## src/rtl/reg_select_arbiter_pkg.sv

```systemverilog
// Shared types and constants for the register-select arbiter.
// The FSM encoding, the transaction op code and the register map indices live here.
package reg_select_arbiter_pkg;

  localparam int DEFAULT_NUM_REGS = 5;

  // Register map indices
  localparam int CTRL_HPS  = 0;
  localparam int CTRL_CARD = 1;
  localparam int ADDR_HPS  = 2;
  localparam int DATA_HPS  = 3;
  localparam int DATA_CARD = 4;

  typedef enum logic [1:0] {
    IDLE  = 2'd0,
    ISSUE = 2'd1,
    DONE  = 2'd2
  } state_t;

  // OP_BAD marks a request with both read and write high; it completes without a strobe.
  typedef enum logic [1:0] {
    OP_RD  = 2'd0,
    OP_WR  = 2'd1,
    OP_BAD = 2'd2
  } op_t;

endpackage

```

## src/rtl/reg_select_arbiter_onehot_decode.sv

```systemverilog
// Binary register index to one-hot select, with a flag for indices past NUM_REGS.
// Shared by the HPS load strobe and the readback mux select.
module onehot_decode #(
  parameter int ADDR_W   = 3,
  parameter int NUM_REGS = 5
) (
  input  logic [ADDR_W-1:0]   addr,
  output logic [NUM_REGS-1:0] onehot,
  output logic                out_of_range
);

  // NOTE: every signal written here gets a default first, so no latch is inferred.
  always_comb begin
    onehot = '0;
    for (int i = 0; i < NUM_REGS; i++) begin
      if (addr == ADDR_W'(i)) onehot[i] = 1'b1;
    end
    // No bit set means the index is past the last implemented register.
    out_of_range = (onehot == '0);
  end

endmodule

```

## src/rtl/reg_select_arbiter.sv

```systemverilog
// Avalon-MM register select arbiter: turns HPS reads/writes into one-hot load and
// readback strobes, giving card-side writes priority for up to MAX_STALL cycles.
module reg_select_arbiter
  import reg_select_arbiter_pkg::*;
#(
  parameter int                  ADDR_W    = 3,
  parameter int                  NUM_REGS  = DEFAULT_NUM_REGS,
  parameter logic [NUM_REGS-1:0] CARD_MASK = NUM_REGS'(5'b10010),
  parameter int                  MAX_STALL = 15
) (
  input  logic                clk,
  input  logic                reset,
  input  logic                chipselect,
  input  logic                write,
  input  logic                read,
  input  logic [ADDR_W-1:0]   address,
  output logic                waitrequest,
  output logic [NUM_REGS-1:0] hps_load,
  output logic [NUM_REGS-1:0] rd_sel,
  input  logic [NUM_REGS-1:0] card_req,
  output logic [NUM_REGS-1:0] card_load,
  output logic                card_drop,
  output logic                decode_err,
  input  logic                err_clr
);

  localparam int STALL_W = (MAX_STALL < 1) ? 1 : $clog2(MAX_STALL + 1);

  state_t                state_q, state_d;
  op_t                   op_q, op_d;
  logic [ADDR_W-1:0]     addr_q, addr_d, dec_addr;
  logic [STALL_W-1:0]    stall_q, stall_d;
  logic [NUM_REGS-1:0]   onehot, hps_load_d, rd_sel_d, card_load_d;
  logic                  out_of_range, conflict, override, set_err, waitrequest_d;

  // In IDLE the decoder looks at the live bus so outputs can be registered on accept.
  assign dec_addr = (state_q == IDLE) ? address : addr_q;

  onehot_decode #(
    .ADDR_W  (ADDR_W),
    .NUM_REGS(NUM_REGS)
  ) u_decode (
    .addr        (dec_addr),
    .onehot      (onehot),
    .out_of_range(out_of_range)
  );

  assign conflict = |(onehot & card_req & CARD_MASK);

  always_comb begin
    state_d    = state_q;
    op_d       = op_q;
    addr_d     = addr_q;
    stall_d    = stall_q;
    hps_load_d = '0;
    rd_sel_d   = '0;
    override   = 1'b0;
    set_err    = 1'b0;

    case (state_q)
      IDLE: begin
        if (chipselect && (read || write)) begin
          addr_d  = address;
          stall_d = '0;
          state_d = ISSUE;
          if (read && write) begin
            op_d    = OP_BAD;
            set_err = 1'b1;
          end else begin
            op_d    = write ? OP_WR : OP_RD;
            set_err = out_of_range;
            if (!write) rd_sel_d = onehot;
          end
        end
      end

      ISSUE: begin
        if (op_q == OP_WR && conflict && stall_q != STALL_W'(MAX_STALL)) begin
          stall_d = stall_q + 1'b1;
        end else begin
          state_d = DONE;
          if (op_q == OP_WR) begin
            hps_load_d = onehot;
            override   = conflict;
          end
        end
        if (op_q == OP_RD) rd_sel_d = onehot;
      end

      DONE: state_d = IDLE;

      default: state_d = IDLE;
    endcase
  end

  // The card loses its strobe on the bit the HPS wins after the stall limit.
  assign card_load_d   = card_req & CARD_MASK & ~(override ? onehot : '0);
  assign waitrequest_d = (state_d != DONE);

  // NOTE: sequential state uses non-blocking assignments so every register updates together.
  always_ff @(posedge clk or posedge reset) begin
    if (reset) begin
      state_q     <= IDLE;
      op_q        <= OP_RD;
      addr_q      <= '0;
      stall_q     <= '0;
      hps_load    <= '0;
      rd_sel      <= '0;
      card_load   <= '0;
      card_drop   <= 1'b0;
      waitrequest <= 1'b1;
      decode_err  <= 1'b0;
    end else begin
      state_q     <= state_d;
      op_q        <= op_d;
      addr_q      <= addr_d;
      stall_q     <= stall_d;
      hps_load    <= hps_load_d;
      rd_sel      <= rd_sel_d;
      card_load   <= card_load_d;
      card_drop   <= override;
      waitrequest <= waitrequest_d;
      decode_err  <= set_err | (decode_err & ~err_clr);
    end
  end

endmodule
```

## config.mk

```make
export PLATFORM = sky130hd
export DESIGN_NAME = reg_select_arbiter
export DESIGN_NICKNAME = d
export VERILOG_FILES = /design/src/rtl/reg_select_arbiter_pkg.sv /design/src/rtl/reg_select_arbiter_onehot_decode.sv /design/src/rtl/reg_select_arbiter.sv
export SDC_FILE = /design/constraint.sdc
export NUM_CORES = 1
export LEC_CHECK = 0
export ABC_AREA = 1
export ABC_CLOCK_PERIOD_IN_PS = 2000
export CAP_MARGIN = 30
export CORE_ASPECT_RATIO = 1.4
export CORE_UTILIZATION = 45
export CTS_CLUSTER_DIAMETER = 150
export DETAILED_ROUTE_END_ITERATION = 12
export GPL_ROUTABILITY_DRIVEN = 1
export PLACE_DENSITY = 0.79
export RECOVER_POWER = 50
export SETUP_SLACK_MARGIN = 0.4
export SLEW_MARGIN = 15
export SYNTH_ARGS = -nofsm -noshare
export SYNTH_HDL_FRONTEND = slang
export SYNTH_SLANG_ARGS = --single-unit
```

## constraint.sdc

```tcl
create_clock -name clk -period 2 [get_ports clk]
set_input_delay 0.3 -clock clk [delete_from_list [all_inputs] [get_ports clk]]
set_output_delay 0.3 -clock clk [all_outputs]
set_load 0.02 [all_outputs]
```

-- After elaboration in Yosys (flattened, before gate mapping)
Cells that the tools add are included.
- register bits after elaboration: 29
- bits in latches: 0
- RAM bits: 0
- ROM bits: 0
- input bits: 14
- output and inout bits: 18
- memories: 0
- add/subtract/negate cells: 1
- multiply operators: 0
- div/mod/pow operators: 0
- order comparisons: 0
- equal/unequal tests: 10
- shift-type cells: 0
- muxes and demuxes: 29
- bitwise logic cells: 6
- reduce and logical (&&, ||, !) cells: 13
- operator list (cell ; count):
    2-to-1 mux 5 bit ; 8
    2-to-1 mux 1 bit ; 12
    AND 5 bit ; 2
    case mux 5 bit (2 select lines) ; 1
    2-to-1 mux 4 bit ; 2
    case mux 4 bit (2 select lines) ; 1
    == test 3 x 2 -> 1 bit, second input constant ; 2
    2-to-1 mux 2 bit ; 3
    zero test 5 bit ; 1
    NOT 5 bit ; 1
    adder 4 x 1 -> 4 bit, second input constant ; 1
    == test 2 x 1 -> 1 bit, second input constant ; 2
    logical AND 1 bit ; 4
    zero test 2 bit ; 2
    inequality test 2 bit, second input constant ; 2
    inequality test 4 bit, second input constant ; 1
    case mux 2 bit (2 select lines) ; 1
    == test 3 x 1 -> 1 bit, second input constant ; 1
    == test 3 bit, second input constant ; 1
    zero test 3 bit ; 1
    2-to-1 mux 3 bit ; 1
    AND reduction 3 bit ; 1
    inequality test 2 x 1 -> 1 bit, second input constant ; 1
    AND reduction 2 bit ; 1
    other kinds (6) ; 6

-- Logic depth before layout (Yosys ltp)
Gate-level depths: netlist of the first run.
- depth in word-level cells: 13
- depth in mapped cells: 11

-- By module
Synthesis of the first run repeated with hierarchy kept, for this count alone.
- cell total of the unflattened synthesis: 139
- area total of the unflattened synthesis: 1199.9 µm²
- by module, submodules not included (module ; times used ; cells each ; area an instance (µm²) ; sequential area each (µm²)):
    reg_select_arbiter ; 1 ; 126 ; 1151.1 ; 651.9
    onehot_decode ; 1 ; 13 ; 48.8 ; 0.0

-- Worst setup path after synthesis of the first run
Ideal clock, no wire load.
- path type: reg-to-reg
- start point: reg state_q[1]
- end point: reg card_load[4]
- library setup time: 113 ps
- arrival: 1295 ps
- data required time: 1887 ps
- slack: 592 ps
- cell stages (with the launch flop): 10
- path buffers: 0
- clock period less this slack: 1408 ps
- path through: dfrtp_1 -> nor2_2 -> nand2_1 -> o21ai_2 -> inv_1 -> nor2_2 -> nand2_1 -> nand3b_1 -> nand2_1 -> inv_1
- word-level cells in the longest chain between the ends: 13
- elaborated cells between the ends (all ways): 17
- RTL lines (item ; line ; source):
    start: declaration ; reg_select_arbiter.sv:29 ; state_t state_q, state_d;
    start signal: assignment ; reg_select_arbiter.sv:114 ; state_q <= state_d;
    zero test 2 bit ; reg_select_arbiter.sv:37 ; assign dec_addr = (state_q == IDLE) ? address : addr_q;
    2-to-1 mux 3 bit ; reg_select_arbiter.sv:37 ;
    == test 3 x 1 -> 1 bit / == test 3 bit (equally long branches) ; reg_select_arbiter_onehot_decode.sv:16 ; if (addr == ADDR_W'(i)) onehot[i] = 1'b1;
    2-to-1 mux 1 bit ; reg_select_arbiter_onehot_decode.sv:16 ;
    AND 5 bit ; reg_select_arbiter.sv:48 ; assign conflict = |(onehot & card_req & CARD_MASK);
    OR reduction 2 bit ; reg_select_arbiter.sv:48 ;
    logical AND 1 bit (2 in series) ; reg_select_arbiter.sv:78 ; if (op_q == OP_WR && conflict && stall_q != STALL_W'(MAX_STALL)) begin
    2-to-1 mux 1 bit ; reg_select_arbiter.sv:78 ;
    2-to-1 mux 1 bit ; reg_select_arbiter.sv:60 ; case (state_q)
    2-to-1 mux 5 bit (*) ; reg_select_arbiter.sv:97 ; assign card_load_d = card_req & CARD_MASK & ~(override ? onehot : '0);
    NOT 5 bit (*) ; reg_select_arbiter.sv:97 ;
    AND 5 bit (*) ; reg_select_arbiter.sv:97 ;
    net card_load_d[4] ; reg_select_arbiter.sv:33 ; logic [NUM_REGS-1:0] onehot, hps_load_d, rd_sel_d, card_load_d;
    end signal: assignment ; reg_select_arbiter.sv:120 ; card_load <= card_load_d;
    end: declaration ; reg_select_arbiter.sv:21 ; output logic [NUM_REGS-1:0] card_load,
Mark *: on every way through the listed nets, which the timed path passes. The rest lies on a longest branch.
A chain may end at the register's enable or synchronous reset.

-- Worst setup path in the final report of the first run
- start point: reg state_q[1]
- end point: reg stall_q[0]
- word-level cells in the longest chain between the ends: 10
- elaborated cells between the ends (all ways): 16
- RTL lines (item ; line ; source):
    zero test 2 bit ; reg_select_arbiter.sv:37, reg_select_arbiter.sv:60 ;
    2-to-1 mux 3 bit ; reg_select_arbiter.sv:37 ;
    == test 3 x 1 -> 1 bit / == test 3 bit (equally long branches) ; reg_select_arbiter_onehot_decode.sv:16 ;
    2-to-1 mux 1 bit ; reg_select_arbiter_onehot_decode.sv:16 ;
    AND 5 bit ; reg_select_arbiter.sv:48 ;
    OR reduction 2 bit ; reg_select_arbiter.sv:48 ;
    logical AND 1 bit (2 in series) ; reg_select_arbiter.sv:78 ;
    inequality test 2 bit (no source line) ; - ;
    AND reduction 3 bit (no source line) ; - ;
    end signal: assignment ; reg_select_arbiter.sv:117 ; stall_q <= stall_d;
    end: declaration ; reg_select_arbiter.sv:32 ; logic [STALL_W-1:0] stall_q, stall_d;
Several ways; a longest one is shown, not always the timed one.

==> results of run 1 <==
-- metal layers --
metal | vias to the layer above | wire length, µm
li1 | 491 | -
met1 | 481 | 940
met2 | 37 | 1430
met3 | 7 | 127
met4 | 0 | 56
met5 | - | 0
-- layout by cell type (no fill, tap or decap), drive strengths merged, types with 3 or more instances in the layout --
master and n:
conb 3, nor2 20, clkdlybuf4s50 13, nand2 36, a21oi 3, inv 21, o21ai 7, buf 4
dlymetal6s2s 4, nand3 9, dfrtp 25, nor3 3, clkbuf 8
-- final cells by class --
type                            count  area [µm²]
Clock buffer                        3        22.5
Clock inverter                      1        30.0
Fill cell                         204         851
Inverter                           22        83.8
Multi-Input combinational cell     89         532
Sequential cell                    26         652
Tap cell                           34        42.5
Timing Repair Buffer               29         256
-- sequential cells by signal, indices dropped and copies added, names as in the netlist --
name	count
state_q	2
card_drop	1
waitrequest	1
stall_q	4
addr_q	3
decode_err	1
op_q	2
rd_sel	5
hps_load	5
card_load	2
-- cell families after synthesis --
group,after synthesis,synth area share
simple gates,72,0.296
flops,26,0.536
buf+inv,25,0.0874
compound gates,13,0.0669
fa+ha+maj,1,0.0103
other cells,1,0.00308
-- Yosys cell counts --
cell type / instances / area [µm²]
inv_2: 1 / 3.75
and3_2: 1 / 7.51
o21ai_0: 5 / 25.0
buf_4: 3 / 22.5
nor2_2: 5 / 31.3
dfstp_2: 1 / 26.3
o32ai_1: 1 / 8.76
nand3_1: 8 / 40.0
o22ai_1: 1 / 6.26
inv_1: 20 / 75.1
a21oi_2: 1 / 8.76
o221ai_1: 1 / 8.76
nand2_4: 1 / 11.3
o21ai_1: 1 / 5.00
dfrtp_1: 25 / 626
a21oi_1: 2 / 10.0
conb_1: 1 / 3.75
ha_1: 1 / 12.5
nand3_2: 1 / 10.0
nand4_4: 2 / 42.5
o21ai_2: 1 / 8.76
nand3b_1: 1 / 7.51
nand2_1: 32 / 120
nor3_1: 3 / 15.0
nand2_2: 3 / 18.8
clkinv_2: 1 / 5.00
nor2_1: 15 / 56.3
-- power by group --
part	switching (µW)	internal, µW
logic	270	147
registers	43.2	584
clock network	149	203
-- what timing repair did --
item,in CTS,in global routing
pin swaps,0,7
buffers inserted,0,2
gates resized for setup,2,27
setup endpoints to repair,2,19
hold buffers,0,0
-- through the flow --
stage | setup WS (ns) | std cells
5_1_grt | 0.310 | 204
6_report | 0.412 | 204
2_1_floorplan | 0.592 | 140
3_3_place_gp | 0.241 | 198
3_5_place_dp | 0.204 | 198
4_1_cts | 0.414 | 202
-- worst register-to-register path, delay by kind of cell (launching register included) --
family | cells | cell delay [ns]
buf+inv | 1 | 0.09
flops | 1 | 0.48
simple gates | 10 | 0.96
-- worst min-delay path by stage --
stage,start,endpoint,depth (start not counted)
2_1_floorplan,reset,addr_q[0]$_DFFE_PP0P_,1
6_report,reset,hps_load[3]$_DFF_PP0_,3
5_1_grt,reset,hps_load[3]$_DFF_PP0_,3
3_3_place_gp,addr_q[2]$_DFFE_PP0P_,addr_q[2]$_DFFE_PP0P_,2
3_5_place_dp,addr_q[2]$_DFFE_PP0P_,addr_q[2]$_DFFE_PP0P_,2
4_1_cts,reset,addr_q[1]$_DFFE_PP0P_,3
==> metrics, run 1 <==
outcome=completed; Hold Slack=0.452 ns; port bufs=25; Die H=63.5 µm; synth warn=0; total of max-cap violations=0; critical path depth=11; crit path max-delay cell type=dfrtp_1; worst skew pair latency=0.31 ns; DRC viols=0; TNS Setup=0 ns; layer with the highest usage=met2; reg-to-reg startpoint=state_q[1]$_DFF_PP0_; largest net degree at the start of global routing=27; CTS sink count=26; GR Overflow Total=0; met3 usage=0.0344; first-iteration detailed-routing DRC count=47; TritonCTS clock tree=done; GPL Wtd Cong=0.805; crit path capture type=flip-flop; reg2reg end=stall_q[0]$_DFFE_PP0P_; final max-slew violation count=0; Final Routed Wirelength=2550 µm; initial antenna violation count=0; Setup CP Type=flip-flop to flip-flop; RSZ-0062 raised after global routing=true; synthesized instance count=138; # IOs=32; share of cells above drive strength 1=0.200; WL/cell=12.5 µm; Synth Register Bits=26; CP startpoint=state_q[1]$_DFF_PP0_; DR pass1 iterations=4; post-layout util=0.656; Peak VDD IR=0.000471 V; NumNets Final=186; layout overhead on the synthesized area=33.1%; Pwr Total=1390 µW; antenna cells=0; final critical-path required period=1.59 ns; Leak=0.000830 µW; Die ar.=2920 µm²; CP startpoint kind=flip-flop; grt met2 use=0.320; Post-DRT Antenna Nets=0; Final Instance Area=1620 µm²; sequential area share after synthesis=0.536; global-route usage over all layers=0.184; Vias=1,016; pwr dens=862 nW/µm²; Post-DP HPWL=1710 µm; worst r2r path cells=11; clk root buf=clkbuf_4; clock-pin slew on the worst setup and hold paths=0.13 ns; CP arrival=1.85 ns; Top delay family on crit path=simple AND/OR/NAND/NOR gates; first-pass GRT wire length=4020 µm; Max Clock Skew=0.00404 ns; Tightest Hold Check Type=input port to async pin; fin crit share=0.794; Max Clock Freq=630 MHz; worst-case clock buffer depth=2; num rows=21; H-tree levels=1; Critical Path Fanout Max=5; vias in the first global route=997; routed vias/inst=4.98; Worst Path Buf+Inv=1; Fin. Hold Viols=0; Starting Density=0.492; Worst R2R Setup Slack=0.41 ns; worst path required time=2.26 ns; Cell Area, Synth=1220 µm²; die extent in x=45.9 µm; Critical Path Max Stage Delay=0.48 ns; Placed Area=1510 µm²; critical path cell sequence=inv_1 -> nand2_1 -> nand2_2 -> nand2_4 -> nor2_4 -> nand3_4 -> nand2_4 -> nand4_4 -> nand2_4 -> nand2_2 -> nand2_2; average size of a mapped cell=8.81 µm²; Core ar.=2470 µm²; crit path to=stall_q[0]$_DFFE_PP0P_; count of cell types in the netlist=27; met1 Track Usage GR=0.195; Inserted Clock Buffers=3; final setup fails=0
Power figures use the tool's default switching activity.
==> run 2, diff against run 1 <==
--- a/config.mk
+++ b/config.mk
@@ -6,10 +6,10 @@
 export NUM_CORES = 1
 export LEC_CHECK = 0
 export ABC_AREA = 1
-export ABC_CLOCK_PERIOD_IN_PS = 2000
+export ABC_CLOCK_PERIOD_IN_PS = 1390
 export CAP_MARGIN = 30
 export CORE_ASPECT_RATIO = 1.4
-export CORE_UTILIZATION = 45
+export CORE_UTILIZATION = 43
 export CTS_CLUSTER_DIAMETER = 150
 export DETAILED_ROUTE_END_ITERATION = 12
 export GPL_ROUTABILITY_DRIVEN = 1
==> constraint.sdc (replaced) <==
create_clock -name clk -period 1.39 [get_ports clk]
set_input_delay 0.2085 -clock clk [delete_from_list [all_inputs] [get_ports clk]]
set_output_delay 0.2085 -clock clk [all_outputs]
set_load 0.02 [all_outputs]
==> metrics, run 2 (synthesized netlist as in run 1, its figures left out) <==
outcome=finished, violations left (was completed); failing checks=setup timing; Max Clock Skew=0.00957 ns (was 0.00404 ns); Vias=1,210 (was 1,016); Max Clock Freq=613 MHz (was 630 MHz); H-tree levels=1 (unchanged); DRC viols=0 (unchanged); largest net degree at the start of global routing=19 (was 27); register area=654 µm² (was 652 µm²); final max-slew violation count=0 (unchanged); crit path max-delay cell type=dfrtp_2 (was dfrtp_1); crit path capture type=flip-flop (unchanged); GR Overflow Total=0 (unchanged); CP startpoint kind=flip-flop (unchanged); worst skew pair latency=0.33 ns (was 0.31 ns); initial antenna violation count=0 (unchanged); port bufs=25 (unchanged); TNS Setup=-3.08 ns (was 0 ns); clock-pin slew on the worst setup and hold paths=0.14 ns (was 0.13 ns); pwr dens=1240 nW/µm² (was 862 nW/µm²); NumNets Final=210 (was 186); # IOs=32 (unchanged); TritonCTS clock tree=done (unchanged); fin crit share=1.17 (was 0.794); most frequent cells in the layout=buf_6, dfrtp_1, nand2_2, nand2_1, buf_4 (was nand2_1, dfrtp_1, inv_1, nor2_1, clkdlybuf4s50_1); reg2reg end=card_load[4]$_DFF_PP0_ (was stall_q[0]$_DFFE_PP0P_); reg-to-reg startpoint=state_q[1]$_DFF_PP0_ (unchanged); DR pass1 iterations=6 (was 4); Top Registers=hps_load (5), rd_sel (5), stall_q (4) (unchanged); Core ar.=2640 µm² (was 2470 µm²); Die ar.=3050 µm² (was 2920 µm²); layout overhead on the synthesized area=68.2% (was 33.1%); clk root buf=clkbuf_4 (unchanged); share of cells above drive strength 1=0.546 (was 0.200); CP startpoint=state_q[1]$_DFF_PP0_ (unchanged); first-iteration detailed-routing DRC count=82 (was 47); Critical Path Max Stage Delay=0.50 ns (was 0.48 ns); non-filler instance count after layout=230 (was 204); critical path cell sequence=nor2_4 -> nand2_2 -> nand2_4 -> nand4_4 -> a21oi_4 -> nand3b_1 -> nand2_1 -> inv_1 (was inv_1 -> nand2_1 -> nand2_2 -> nand2_4 -> nor2_4 -> nand3_4 -> nand2_4 -> nand4_4 -> nand2_4 -> nand2_2 -> nand2_2); Tightest Hold Check Type=input port to async pin (unchanged); Post-DP HPWL=1920 µm (was 1710 µm); final setup fails=22 (was 0); RSZ-0062 raised after global routing=true (unchanged); area of the multi-input gates=667 µm² (was 532 µm²); # fillers=151 (was 204); num rows=22 (was 21); Worst R2R Setup Slack=-0.24 ns (was 0.41 ns); Inserted Clock Buffers=3 (unchanged); Fin. Hold Viols=0 (unchanged); most common library cell in the layout ignoring fill and taps=buf_6; crit path to=card_load[4]$_DFF_PP0_ (was stall_q[0]$_DFFE_PP0P_); CTS sink count=26 (unchanged); Setup CP Type=flip-flop to flip-flop (unchanged); final critical-path required period=1.63 ns (was 1.59 ns); Peak VDD IR=0.000783 V (was 0.000471 V); Starting Density=0.460 (was 0.492); Leak=0.000959 µW (was 0.000830 µW); GPL Wtd Cong=0.855 (was 0.805); first-pass GRT wire length=4550 µm (was 4020 µm); total of max-cap violations=0 (unchanged); WL/cell=16.3 µm (was 12.5 µm); global-route usage over all layers=0.210 (was 0.184); CP arrival=1.86 ns (was 1.85 ns); Die H=64.9 µm (was 63.5 µm); routed vias/inst=5.26 (was 4.98); dpl cells=214 (was 198); Final Routed Wirelength=3750 µm (was 2550 µm); Post-DRT Antenna Nets=0 (unchanged); Final WS setup=-0.240 ns (was 0.412 ns); worst-case clock buffer depth=2 (unchanged); worst r2r path cells=8 (was 11); worst path required time=1.62 ns (was 2.26 ns); Critical Path Fanout Max=4 (was 5); die extent in x=46.9 µm (was 45.9 µm); antenna cells=0 (unchanged); vias in the first global route=1,120 (was 997)
-- run 2: cell count changes in the layout (fill, tap and decap cells not counted), moves of 5 or more --
| cell | before | now |
|---|---|---|
| nand2_1 | 25 | 15 |
| nand2_2 | 7 | 15 |
| buf_6 | 0 | 27 |
| inv_1 | 19 | 13 |
| clkbuf_1 | 5 | 0 |
| buf_4 | 4 | 14 |
| nor2_1 | 16 | 10 |
-- run 2: power breakdown --
group	switching, µW	internal [µW]	leakage (µW)
Combinational	588	485	0.000590
Sequential	87.1	843	0.000341
Clock	237	292	0.0000279
Total	912	1620	0.000959
-- run 2: per-layer routing --
metal  GRT usage  vias to the layer above  wire (µm)
met1       0.216                      588       1470
met3      0.0306                       17        187
li1            -                      540          -
met4       0.146                        0        148
met5           0                        -          0
met2       0.363                       65       1940
-- run 2: worst min path at each step --
stage	end	slack (ns)	cells past startpoint	from
floorplan	addr_q[0]$_DFFE_PP0P_	0.25	1	reset
global placement	addr_q[2]$_DFFE_PP0P_	0.46	2	addr_q[2]$_DFFE_PP0P_
detailed placement	addr_q[2]$_DFFE_PP0P_	0.46	2	addr_q[2]$_DFFE_PP0P_
CTS	stall_q[2]$_DFFE_PP0P_	0.15	2	reset
global route	stall_q[2]$_DFFE_PP0P_	0.28	2	reset
finish	stall_q[2]$_DFFE_PP0P_	0.28	2	reset
-- run 2: critical path, delay by kind of cell (launching register included) --
kind	cells	cell delay (ns)
AO/OA/AOI/OAI	1	0.22
flip-flops	1	0.50
buffers and inverters	1	0.06
AND/OR/NAND/NOR	6	0.75
-- run 2: final cells by class --
cell class	count	share of cell area
Inverter	22	0.0453
Timing Repair Buffer	53	0.261
Clock inverter	1	0.0147
Tap cell	36	0.0220
Sequential cell	26	0.320
Clock buffer	3	0.0110
Multi-Input combinational cell	89	0.326
-- run 2: stage by stage --
| step | setup WS (ns) | hold slack, ns | area [µm²] | total power [µW] | util |
|---|---|---|---|---|---|
| 6_report | -0.240 | 0.276 | 2050 | 2530 | 0.774 |
| 5_1_grt | -0.329 | 0.279 | 2050 | 2630 | 0.774 |
| 4_1_cts | -0.142 | 0.152 | 1840 | 2200 | 0.697 |
| 3_5_place_dp | -0.304 | 0.462 | 1650 | 1560 | 0.623 |
| 3_3_place_gp | -0.236 | 0.463 | 1650 | 1530 | 0.623 |
| 2_1_floorplan | 0.0261 | 0.248 | 1230 | 1270 | - |
-- run 2: what timing repair did --
item,4_1_cts,5_1_grt
pin swaps,12,22
resized for setup,115,47
setup buffers,6,6
setup endpoints to repair,41,41
hold buffers,0,0
hold endpoints to repair,0,0
==> run 3, diff against run 2 <==
--- a/config.mk
+++ b/config.mk
@@ -16,6 +16,7 @@
 export PLACE_DENSITY = 0.79
 export RECOVER_POWER = 50
 export SETUP_SLACK_MARGIN = 0.4
+export SKIP_CTS_REPAIR_TIMING = 1
 export SLEW_MARGIN = 15
 export SYNTH_ARGS = -nofsm -noshare
 export SYNTH_HDL_FRONTEND = slang
==> metrics, run 3 (synthesized netlist as in run 1, its figures left out) <==
outcome=finished, violations left (unchanged); failing checks=setup timing (unchanged); share of cells above drive strength 1=0.503 (was 0.546); port bufs=25 (unchanged); Top Registers=hps_load (5), rd_sel (5), stall_q (4) (unchanged); Starting Density=0.460 (unchanged); H-tree levels=1 (unchanged); CP arrival=1.87 ns (was 1.86 ns); GR Overflow Total=0 (unchanged); vias in the first global route=993 (was 1,120); DR pass1 iterations=4 (was 6); CP startpoint kind=flip-flop (unchanged); clk root buf=clkbuf_4 (unchanged); global-route usage over all layers=0.176 (was 0.210); NumNets Final=203 (was 210); DRC viols=0 (unchanged); Critical Path Fanout Max=5 (was 4); Setup CP Type=flip-flop to flip-flop (unchanged); pwr dens=1210 nW/µm² (was 1240 nW/µm²); Final Instance Area=1960 µm² (was 2050 µm²); final setup fails=21 (was 22); GPL Wtd Cong=0.855 (unchanged); critical path cell sequence=nor2_4 -> nand2_2 -> o21ai_4 -> nand4_4 -> nand2_4 -> nand4_4 -> nand2_4 -> nand2_1 -> nand2_1 (was nor2_4 -> nand2_2 -> nand2_4 -> nand4_4 -> a21oi_4 -> nand3b_1 -> nand2_1 -> inv_1); Die H=64.9 µm (unchanged); crit path max-delay cell type=dfrtp_2 (unchanged); Fin. Hold Viols=0 (unchanged); Post-DP HPWL=1920 µm (unchanged); crit path capture type=flip-flop (unchanged); Post-DRT Antenna Nets=0 (unchanged); worst skew pair latency=0.31 ns (was 0.33 ns); Max Clock Skew=0.00234 ns (was 0.00957 ns); Core ar.=2640 µm² (unchanged); reg2reg end=stall_q[3]$_DFFE_PP0P_ (was card_load[4]$_DFF_PP0_); Worst R2R Setup Slack=-0.22 ns (was -0.24 ns); die extent in x=46.9 µm (unchanged); worst-case clock buffer depth=2 (unchanged); final critical-path required period=1.61 ns (was 1.63 ns); # fillers=178 (was 151); routed vias/inst=5.07 (was 5.26); Placed Area=1650 µm² (unchanged); total of max-cap violations=0 (unchanged); Tightest Hold Check Type=input port to async pin (unchanged); # IOs=32 (unchanged); largest net degree at the start of global routing=19 (unchanged); TNS Setup=-2.64 ns (was -3.08 ns); final max-slew violation count=0 (unchanged); Critical Path Max Stage Delay=0.49 ns (was 0.50 ns); Final Routed Wirelength=3170 µm (was 3750 µm); first-iteration detailed-routing DRC count=55 (was 82); Final WS setup=-0.216 ns (was -0.240 ns); Max Clock Freq=623 MHz (was 613 MHz); Hold Slack=0.264 ns (was 0.276 ns); Inserted Clock Buffers=3 (unchanged); pre-CTS setup slack=-0.304 ns (unchanged); CTS sink count=26 (unchanged); fin crit share=1.16 (was 1.17); clock-pin slew on the worst setup and hold paths=0.13 ns (was 0.14 ns); layout overhead on the synthesized area=61.0% (was 68.2%); initial antenna violation count=0 (unchanged); Die ar.=3050 µm² (unchanged); first-pass GRT wire length=3840 µm (was 4550 µm); Peak VDD IR=0.000793 V (was 0.000783 V); TritonCTS clock tree=done (unchanged); most frequent cells in the layout=dfrtp_1, buf_6, nand2_1, inv_1, nand2_2 (was buf_6, dfrtp_1, nand2_2, nand2_1, buf_4); reg-to-reg startpoint=state_q[1]$_DFF_PP0_ (unchanged); worst path required time=1.66 ns (was 1.62 ns); num rows=22 (unchanged); Leak=0.000920 µW (was 0.000959 µW); Vias=1,130 (was 1,210); antenna cells=0 (unchanged); worst r2r path cells=9 (was 8); RSZ-0062 raised after global routing=true (unchanged); WL/cell=14.2 µm (was 16.3 µm)
[run 3: cell types whose count changed in the layout (fill, tap and decap cells not counted), sizes merged]
cell,delta
inv,+1
buf,-7
clkinv,-1
[run 3: worst max-delay path by stage]
stage	startpoint	end	depth (start not counted)	slack [ns]
5_1_grt	state_q[1]$_DFF_PP0_	stall_q[2]$_DFFE_PP0P_	9	-0.30
4_1_cts	waitrequest$_DFF_PP1_	waitrequest	1	-0.28
2_1_floorplan	state_q[0]$_DFF_PP0_	state_q[1]$_DFF_PP0_	10	0.03
3_3_place_gp	address[0]	state_q[1]$_DFF_PP0_	10	-0.24
6_report	state_q[1]$_DFF_PP0_	stall_q[3]$_DFFE_PP0P_	9	-0.22
3_5_place_dp	address[0]	state_q[1]$_DFF_PP0_	10	-0.30
[run 3: worst max-delay path: cells and delay by family, from the launching register on]
family / cells / cell delay [ns]
DFF: 1 / 0.49
AOI/OAI and AO/OA: 1 / 0.11
and+or+nand+nor: 8 / 0.96
[run 3: layer usage]
metal / up-vias / share of wire / global-route usage
li1: 529 / - / -
met1: 545 / 0.37 / 0.184
met2: 47 / 0.57 / 0.319
met3: 9 / 0.042 / 0.0195
met4: 0 / 0.022 / 0.0929
met5: - / 0 / 0
[run 3: power by group]
group,switching (µW),internal [µW],leakage (µW)
Combinational,532,417,0.000551
Sequential,78.1,843,0.000341
Clock,214,292,0.0000279
Total,824,1550,0.000920
[run 3: per-stage QoR]
stage	std cells	utilization	power (µW)
global route	223	0.741	2490
global placement	214	0.623	1530
floorplan	140	-	1270
finish	223	0.741	2380
detailed placement	214	0.623	1560
CTS	218	0.643	2060
[run 3: layout make-up]
cell class                      instances  area (µm²)  share of cell area
Sequential cell                        26         654               0.334
Multi-Input combinational cell         89         652               0.333
Timing Repair Buffer                   46         467               0.238
Inverter                               22        87.6              0.0447
Tap cell                               36        45.0              0.0230
Clock inverter                          1        30.0              0.0153
Clock buffer                            3        22.5              0.0115
